[src/rtl/mac_pkg.sv]
// Shared definitions for the MAC processing elements: Booth digit codes,
// accumulator saturation limits and partial-product count.
package mac_pkg;

  localparam int MAX_ACC_W = 128;

  typedef enum logic [2:0] {
    BOOTH_ZERO,
    BOOTH_POS1,
    BOOTH_POS2,
    BOOTH_NEG1,
    BOOTH_NEG2
  } booth_e;

  function automatic int npp(input int w);
    return w / 2;
  endfunction

  // bits = {b[2i+1], b[2i], b[2i-1]}
  function automatic booth_e booth_enc(input logic [2:0] bits);
    case (bits)
      3'b001, 3'b010: return BOOTH_POS1;
      3'b011:         return BOOTH_POS2;
      3'b100:         return BOOTH_NEG2;
      3'b101, 3'b110: return BOOTH_NEG1;
      default:        return BOOTH_ZERO;
    endcase
  endfunction

  // Limits are built wide and truncated to the accumulator width by the caller.
  function automatic logic [MAX_ACC_W-1:0] sat_max(input int n);
    logic [MAX_ACC_W-1:0] r;
    r = '0;
    for (int i = 0; i < n - 1; i++) r[i] = 1'b1;
    return r;
  endfunction

  function automatic logic [MAX_ACC_W-1:0] sat_min(input int n);
    logic [MAX_ACC_W-1:0] r;
    r = '0;
    r[n-1] = 1'b1;
    return r;
  endfunction

endpackage

[src/rtl/mac_pe_pipe_if.sv]
// Operand/result bundle of one MAC processing element, including the
// operand forwarding towards the east and south neighbours.
interface mac_pe_pipe_if #(
  parameter int W     = 16,
  parameter int ACC_W = 40
);
  logic                    in_valid;
  logic signed [W-1:0]     a;
  logic signed [W-1:0]     b;
  logic                    acc_clr;
  logic                    last;
  logic signed [W-1:0]     a_out;
  logic signed [W-1:0]     b_out;
  logic                    valid_out;
  logic                    out_valid;
  logic signed [ACC_W-1:0] out_acc;
  logic                    out_ovf;

  modport master (
    output in_valid, a, b, acc_clr, last,
    input  a_out, b_out, valid_out, out_valid, out_acc, out_ovf
  );

  modport slave (
    input  in_valid, a, b, acc_clr, last,
    output a_out, b_out, valid_out, out_valid, out_acc, out_ovf
  );
endinterface

[src/rtl/mac_cska.sv]
// Carry-skip adder built from 4-bit carry-lookahead blocks; N must be a
// multiple of 4. Result is modulo 2^N.
module mac_cska #(
  parameter int N = 32
) (
  input  logic [N-1:0] x,
  input  logic [N-1:0] y,
  output logic [N-1:0] s
);
  localparam int NB = N / 4;

  logic [NB-1:0] c;
  assign c[0] = 1'b0;

  for (genvar k = 0; k < NB; k++) begin : g_blk
    logic [3:0] p;
    logic [2:0] g;
    logic [3:0] ci;

    assign p     = x[4*k +: 4] ^ y[4*k +: 4];
    assign g     = x[4*k +: 3] & y[4*k +: 3];
    assign ci[0] = c[k];
    assign ci[1] = g[0] | (p[0] & c[k]);
    assign ci[2] = g[1] | (p[1] & g[0]) | (&p[1:0] & c[k]);
    assign ci[3] = g[2] | (p[2] & g[1]) | (&p[2:1] & g[0]) | (&p[2:0] & c[k]);
    assign s[4*k +: 4] = p ^ ci;

    // Block carry-out: local generate, or the incoming carry skipped across
    // a fully propagating block.
    if (k < NB - 1) begin : g_skip
      assign c[k+1] = (x[4*k+3] & y[4*k+3]) | (p[3] & g[2]) | (&p[3:2] & g[1])
                    | (&p[3:1] & g[0]) | (&p & c[k]);
    end
  end
endmodule

[src/rtl/mac_mult_cs.sv]
// Radix-4 Booth multiplier front end: W/2 sign-extended partial products
// reduced by a chain of 3:2 full-adder compressors to two carry-save rows.
module mac_mult_cs
  import mac_pkg::*;
#(
  parameter int W = 16
) (
  input  logic [W-1:0]   a,
  input  logic [W-1:0]   b,
  output logic [2*W-1:0] row0,
  output logic [2*W-1:0] row1
);
  localparam int NPP = npp(W);
  localparam int PW  = 2 * W;

  logic [PW-1:0] a_ext;
  logic [W:0]    b_ext;
  logic [PW-1:0] pp [NPP];

  assign a_ext = {{W{a[W-1]}}, a};
  assign b_ext = {b, 1'b0};

  always_comb begin
    for (int i = 0; i < NPP; i++) begin
      case (booth_enc(b_ext[2*i +: 3]))
        BOOTH_POS1: pp[i] = a_ext;
        BOOTH_POS2: pp[i] = a_ext << 1;
        BOOTH_NEG1: pp[i] = -a_ext;
        BOOTH_NEG2: pp[i] = -(a_ext << 1);
        default:    pp[i] = '0;
      endcase
      pp[i] = pp[i] << (2 * i);
    end
  end

  // NOTE: blocking assignments here are deliberate: s/c are running
  // intermediates of one combinational evaluation, not stored state.
  always_comb begin
    logic [PW-1:0] s, c, t;
    s = pp[0];
    c = pp[1];
    for (int i = 2; i < NPP; i++) begin
      t = s ^ c ^ pp[i];
      c = ((s & c) | (s & pp[i]) | (c & pp[i])) << 1;
      s = t;
    end
    row0 = s;
    row1 = c;
  end
endmodule

[src/rtl/mac_pe_pipe.sv]
// Two-stage pipelined signed MAC processing element: S1 multiplies into
// carry-save rows, S2 resolves the product and accumulates with optional saturation.
module mac_pe_pipe
  import mac_pkg::*;
#(
  parameter int W     = 16,
  parameter int ACC_W = 40,
  parameter bit SAT   = 1'b1
) (
  input  logic            clk,
  input  logic            rst,
  input  logic            en,
  mac_pe_pipe_if.slave    bus
);
  localparam int PW = 2 * W;
  localparam logic [ACC_W-1:0] ACC_MAX = ACC_W'(sat_max(ACC_W));
  localparam logic [ACC_W-1:0] ACC_MIN = ACC_W'(sat_min(ACC_W));

  logic [PW-1:0]    row0, row1, s1_row0, s1_row1, prod;
  logic             s1_valid, s1_clr, s1_last;
  logic [ACC_W-1:0] acc, base, prod_ext, sum, acc_nxt;
  logic             sticky, sticky_nxt, ovf;

  mac_mult_cs #(.W(W)) u_mult (
    .a    (bus.a),
    .b    (bus.b),
    .row0 (row0),
    .row1 (row1)
  );

  // NOTE: the carry-save rows carry no reset; they are only consumed when
  // the matching stage valid is set, and that valid is reset.
  always_ff @(posedge clk) begin
    if (en) begin
      s1_row0 <= row0;
      s1_row1 <= row1;
    end
  end

  // NOTE: every registered signal uses non-blocking assignment so all
  // registers sample pre-edge values regardless of statement order.
  always_ff @(posedge clk or posedge rst) begin
    if (rst) begin
      s1_valid      <= 1'b0;
      s1_clr        <= 1'b0;
      s1_last       <= 1'b0;
      bus.a_out     <= '0;
      bus.b_out     <= '0;
      bus.valid_out <= 1'b0;
    end else if (en) begin
      s1_valid      <= bus.in_valid;
      s1_clr        <= bus.in_valid & bus.acc_clr;
      s1_last       <= bus.in_valid & bus.last;
      bus.a_out     <= bus.a;
      bus.b_out     <= bus.b;
      bus.valid_out <= bus.in_valid;
    end
  end

  mac_cska #(.N(PW)) u_final_add (
    .x (s1_row0),
    .y (s1_row1),
    .s (prod)
  );

  assign prod_ext = ACC_W'(signed'(prod));
  assign base     = s1_clr ? '0 : acc;

  mac_cska #(.N(ACC_W)) u_acc_add (
    .x (base),
    .y (prod_ext),
    .s (sum)
  );

  // Operands of equal sign producing a result of the other sign overflowed.
  assign ovf        = (base[ACC_W-1] == prod_ext[ACC_W-1]) && (sum[ACC_W-1] != base[ACC_W-1]);
  assign acc_nxt    = (SAT && ovf) ? (prod_ext[ACC_W-1] ? ACC_MIN : ACC_MAX) : sum;
  assign sticky_nxt = ovf | (sticky & ~s1_clr);

  always_ff @(posedge clk or posedge rst) begin
    if (rst) begin
      acc           <= '0;
      sticky        <= 1'b0;
      bus.out_valid <= 1'b0;
      bus.out_acc   <= '0;
      bus.out_ovf   <= 1'b0;
    end else if (en) begin
      bus.out_valid <= s1_valid & s1_last;
      if (s1_valid) begin
        acc    <= acc_nxt;
        sticky <= sticky_nxt;
        if (s1_last) begin
          bus.out_acc <= acc_nxt;
          bus.out_ovf <= sticky_nxt;
        end
      end
    end
  end
endmodule

[src/flat_wrapper.sv]
// flat-port wrapper written by rule: the top's interface ports become plain ports
module mac_pe_pipe_flat import mac_pkg::*;
#(
  parameter int W     = 16,
  parameter int ACC_W = 40,
  parameter bit SAT   = 1'b1
)
  (clk, rst, en, bus_in_valid, bus_a, bus_b, bus_acc_clr, bus_last, bus_a_out, bus_b_out, bus_valid_out, bus_out_valid, bus_out_acc, bus_out_ovf);
  mac_pe_pipe_if #(.W(W), .ACC_W(ACC_W)) bus_i ();
  input  logic clk;
  input  logic rst;
  input  logic en;
  input wire logic [$bits(bus_i.in_valid)-1:0] bus_in_valid;
  input wire logic [$bits(bus_i.a)-1:0] bus_a;
  input wire logic [$bits(bus_i.b)-1:0] bus_b;
  input wire logic [$bits(bus_i.acc_clr)-1:0] bus_acc_clr;
  input wire logic [$bits(bus_i.last)-1:0] bus_last;
  output wire logic [$bits(bus_i.a_out)-1:0] bus_a_out;
  output wire logic [$bits(bus_i.b_out)-1:0] bus_b_out;
  output wire logic [$bits(bus_i.valid_out)-1:0] bus_valid_out;
  output wire logic [$bits(bus_i.out_valid)-1:0] bus_out_valid;
  output wire logic [$bits(bus_i.out_acc)-1:0] bus_out_acc;
  output wire logic [$bits(bus_i.out_ovf)-1:0] bus_out_ovf;
  assign bus_i.in_valid = bus_in_valid;
  assign bus_i.a = bus_a;
  assign bus_i.b = bus_b;
  assign bus_i.acc_clr = bus_acc_clr;
  assign bus_i.last = bus_last;
  assign bus_a_out = bus_i.a_out;
  assign bus_b_out = bus_i.b_out;
  assign bus_valid_out = bus_i.valid_out;
  assign bus_out_valid = bus_i.out_valid;
  assign bus_out_acc = bus_i.out_acc;
  assign bus_out_ovf = bus_i.out_ovf;
  mac_pe_pipe #(.W(W), .ACC_W(ACC_W), .SAT(SAT)) u_core (.clk(clk), .rst(rst), .en(en), .bus(bus_i));
endmodule
[config.mk]
export PLATFORM = sky130hd
export DESIGN_NAME = mac_pe_pipe_flat
export DESIGN_NICKNAME = d
export VERILOG_FILES = /design/src/rtl/mac_pkg.sv /design/src/rtl/mac_pe_pipe_if.sv /design/src/rtl/mac_cska.sv /design/src/rtl/mac_mult_cs.sv /design/src/rtl/mac_pe_pipe.sv /design/src/flat_wrapper.sv
export SDC_FILE = /design/constraint.sdc
export NUM_CORES = 1
export LEC_CHECK = 0
export ABC_AREA = 1
export CAP_MARGIN = 15
export CORE_MARGIN = 1
export CORE_UTILIZATION = 55
export CTS_CLUSTER_DIAMETER = 150
export DETAILED_ROUTE_END_ITERATION = 8
export PLACE_DENSITY = 0.75
export SETUP_SLACK_MARGIN = 0.1
export SKIP_LAST_GASP = 1
export SLEW_MARGIN = 0
export SYNTH_ARGS = -nofsm -noshare
export SYNTH_HDL_FRONTEND = slang
export SYNTH_SLANG_ARGS = --single-unit
[constraint.sdc]
create_clock -name clk -period 10 [get_ports clk]
set_clock_uncertainty 0.2 [all_clocks]
set_input_delay 2.5 -clock clk [delete_from_list [all_inputs] [get_ports clk]]
set_output_delay 2.5 -clock clk [all_outputs]
set_load 0.02 [all_outputs]
==> out/qor.csv <==
stage;metric;value;unit
outcome;outcome;finished, violations left;
outcome;failing checks;design-rule violations;
worst_setup_path;Worst EP arrival;8500;ps
clock_network;H-tree depth;4;
routing;total number of vias;14100;
clock_network;post-CTS resize count;0;
sta;final hold violation count;0;
synth;Ys Warns;0;
grt;first-pass GRT wire length;73.8;mm
synth;synth top area cells;fa_1, dfrtp_1, edfxtp_1, nand2_1, ha_1;
worst_setup_path;CP Capture Type;flip-flop;
grt;pin count of the biggest net entering global routing;88;
sta;RSZ-0062 raised after global routing;false;
routing;DR DRC count;1;
clock_network;Skew-Pair Late Insertion Delay;450;ps
routing;vias per cell;5.94;
worst_setup_path;cell breakdown of the critical path;clkdlybuf4s50_1 -> nor3_4 -> nand4_2 -> nor2_2 -> nand4_2 -> nor2_2 -> nand3_2 -> ha_1 -> inv_1 -> a211oi_1 -> fa_1 -> fa_1 -> fa_1 -> fa_1 -> fa_1 -> inv_1 -> fa_1;
die;Core ar.;28900;sq um
die;Die Wd;174;um
worst_setup_path;Worst Reg-to-Reg Cells;32;
layout;# diodes;0;
worst_setup_path;Crit path largest cell delay;750;ps
sta;Worst slew margin;0.289;
routing;DRT antenna net count;0;
clock_network;CTS Sinks;174;
die;die area;30300;sq um
min_path;hold path cells;2;
synth;Top FF cell, synth;dfrtp_1;
worst_setup_path;Critical Path Fanout Max;12;
synth;top cell type by total area after synthesis;fa_1;
layout;multi-input combinational cell area;10100;sq um
clock_network;CTS tree;yes;
synth;count leader, synth;nand2_1;
layout;Nets;2249;
worst_setup_path;Worst Path Required;9980;ps
worst_setup_path;Critical Path Slowest Stage Cell;clkdlybuf4s50_1;
synth;syn_nets;2187;
synth;Synth top area share;0.183;
clock_network;Post-CTS Hold Buffers;0;
worst_setup_path;CP Launch Type;primary input;
synth;post-synthesis instance total;1909;
routing;final wirelength;45.3;mm
placement;gpl congestion;0.965;
sta;setup TNS;0;ps
synth;Synth top cells by count;nand2_1, inv_1, fa_1;
worst_setup_path;RR Endpoint;u_core.acc[8];
min_path;worst min-delay path startpoint;u_core.bus.out_acc[17];
die;Rows;62;
sta;Slew @ Worst Pin;1060;ps
routing;DR pass1 iterations;8;
worst_setup_path;Crit Path Category;in2reg;
min_path;hold crit path type;reg2reg;
layout;Register Area;4630;sq um
worst_setup_path;reg2reg start;u_core.s1_row1[10];
grt;number of global-route vias before repair;14000;
sta;Slew Limit Fails;0;
synth;register area share after synthesis;0.284;
sta;Tcrit/Tclk final;0.851;
synth;EDFF count, synth;56;
placement;post-DP HPWL;34.8;mm
grt;Total GRT Usage;0.307;
job;Max Cap Viol;0;
synth;mean post-synth cell area;8.54;sq um
grt;initial antenna violation count;0;
placement;PortBufs;112;
layout;Filler cells;2495;
worst_setup_path;Top cell by count, worst path;fa_1;
sta;FMAX;0.117;GHz
die;Starting Density;0.563;
routing;initial DRC count;1233;
die;number of I/O pins;113;
clock_network;Root Driver;clkbuf_16;
grt;GRT overflow;0;
synth;Syn Std Cell Area;16300;sq um
die;die height;174;um
clock_network;Clock Path Buffers;2;
clock_network;number of CTS-inserted buffers;17;
layout;proportion of layout cells with a drive suffix above 1;0.0811;
clock_network;Setup Fix Bufs, Post-CTS;0;
min_path;Hold Path Sink;u_core.bus.out_acc[17];
sta;final setup fails;0;
synth;synth unique cells;56;
layout;Area Growth Syn to Fin;12.2;%
routing;Avg WL per Cell;19.1;um
worst_setup_path;setup slack, reg-to-reg;3680;ps
synth;Synth async-reset ratio;0.678;
clock_network;Worst-path clk slew;70;ps
sta;Tmin final;8510;ps
synth;Yosys reg bits;174;
## per-layer routing
layer / up-vias / track usage / wire (um)
li1: 6536 / - / -
met1: 6770 / 0.399 / 18800
met2: 647 / 0.505 / 21500
met3: 119 / 0.0497 / 2980
met4: 0 / 0.140 / 1920
met5: - / 0 / 0
## worst max-delay path, delay by kind of cell
family / cells / cell delay [ps]
buf+inv: 3 / 1050
simple gates: 6 / 1080
fa+ha+maj: 7 / 3480
compound gates: 1 / 380
## how the worst max path moves through the flow
stage                         from                 end  cells past startpoint
after floorplan           bus_a[1]  u_core.s1_row0[14]                     20
after global placement    bus_a[0]  u_core.s1_row0[31]                     28
after detailed placement  bus_a[0]  u_core.s1_row0[31]                     28
after CTS                 bus_a[0]  u_core.s1_row0[31]                     28
after global routing      bus_a[0]  u_core.s1_row0[31]                     28
final                     bus_a[2]  u_core.s1_row0[16]                     17
## state kept, by name, indices dropped and copies added (netlist names), 16 cells and up
name,flops
u_core.bus.a_out,16
u_core.acc,40
u_core.s1_row0,32
u_core.bus.out_acc,40
u_core.bus.b_out,16
u_core.s1_row1,24
## cell families (layout without fill, tap and decap cells)
group,Yosys count,in the layout,synth area share
fa+ha+maj,240,240,0.253
xor+xnor,46,46,0.0247
buf+inv,384,459,0.0940
mux,8,8,0.00553
flops,174,174,0.284
simple gates,630,630,0.170
compound gates,427,427,0.168
## per-stage QoR
stage	util	std cells	worst slack [ps]	cell area, sq um	hold slack [ps]
3_3_place_gp	0.610	2335	1170	17600	261
4_1_cts	0.631	2367	1500	18300	283
3_5_place_dp	0.610	2335	1030	17600	266
6_report	0.632	2368	1490	18300	279
2_1_floorplan	-	1909	2080	16300	249
5_1_grt	0.632	2368	1080	18300	301
## cell type report
class                           instances  area share
Timing Repair Buffer                  139      0.0733
Multi-Input combinational cell       1351       0.554
Clock buffer                           20      0.0256
Clock inverter                         12     0.00814
Inverter                              288      0.0592
Tap cell                              384      0.0263
Sequential cell                       174       0.253
## layout by cell type, fill, tap and decap left out, drive strengths merged, types with 15 or more instances in the layout
master | netlist | layout
a221oi | 79 | 79
o21ai | 92 | 92
clkinv | 22 | 25
xor2 | 31 | 31
nor2 | 137 | 137
xnor2 | 15 | 15
o22ai | 99 | 99
nor3 | 22 | 22
nand3 | 55 | 55
clkbuf | 71 | 20
fa | 149 | 149
a21oi | 114 | 114
ha | 91 | 91
inv | 266 | 272
o221ai | 16 | 16
nand2 | 398 | 398
buf | 25 | 28
dfrtp | 118 | 118
edfxtp | 56 | 56
clkdlybuf4s50 | 0 | 111
Power is left out: the tool's default activity adds up to more than one toggle a clock period on the data nets, which glitch-free logic cannot reach.
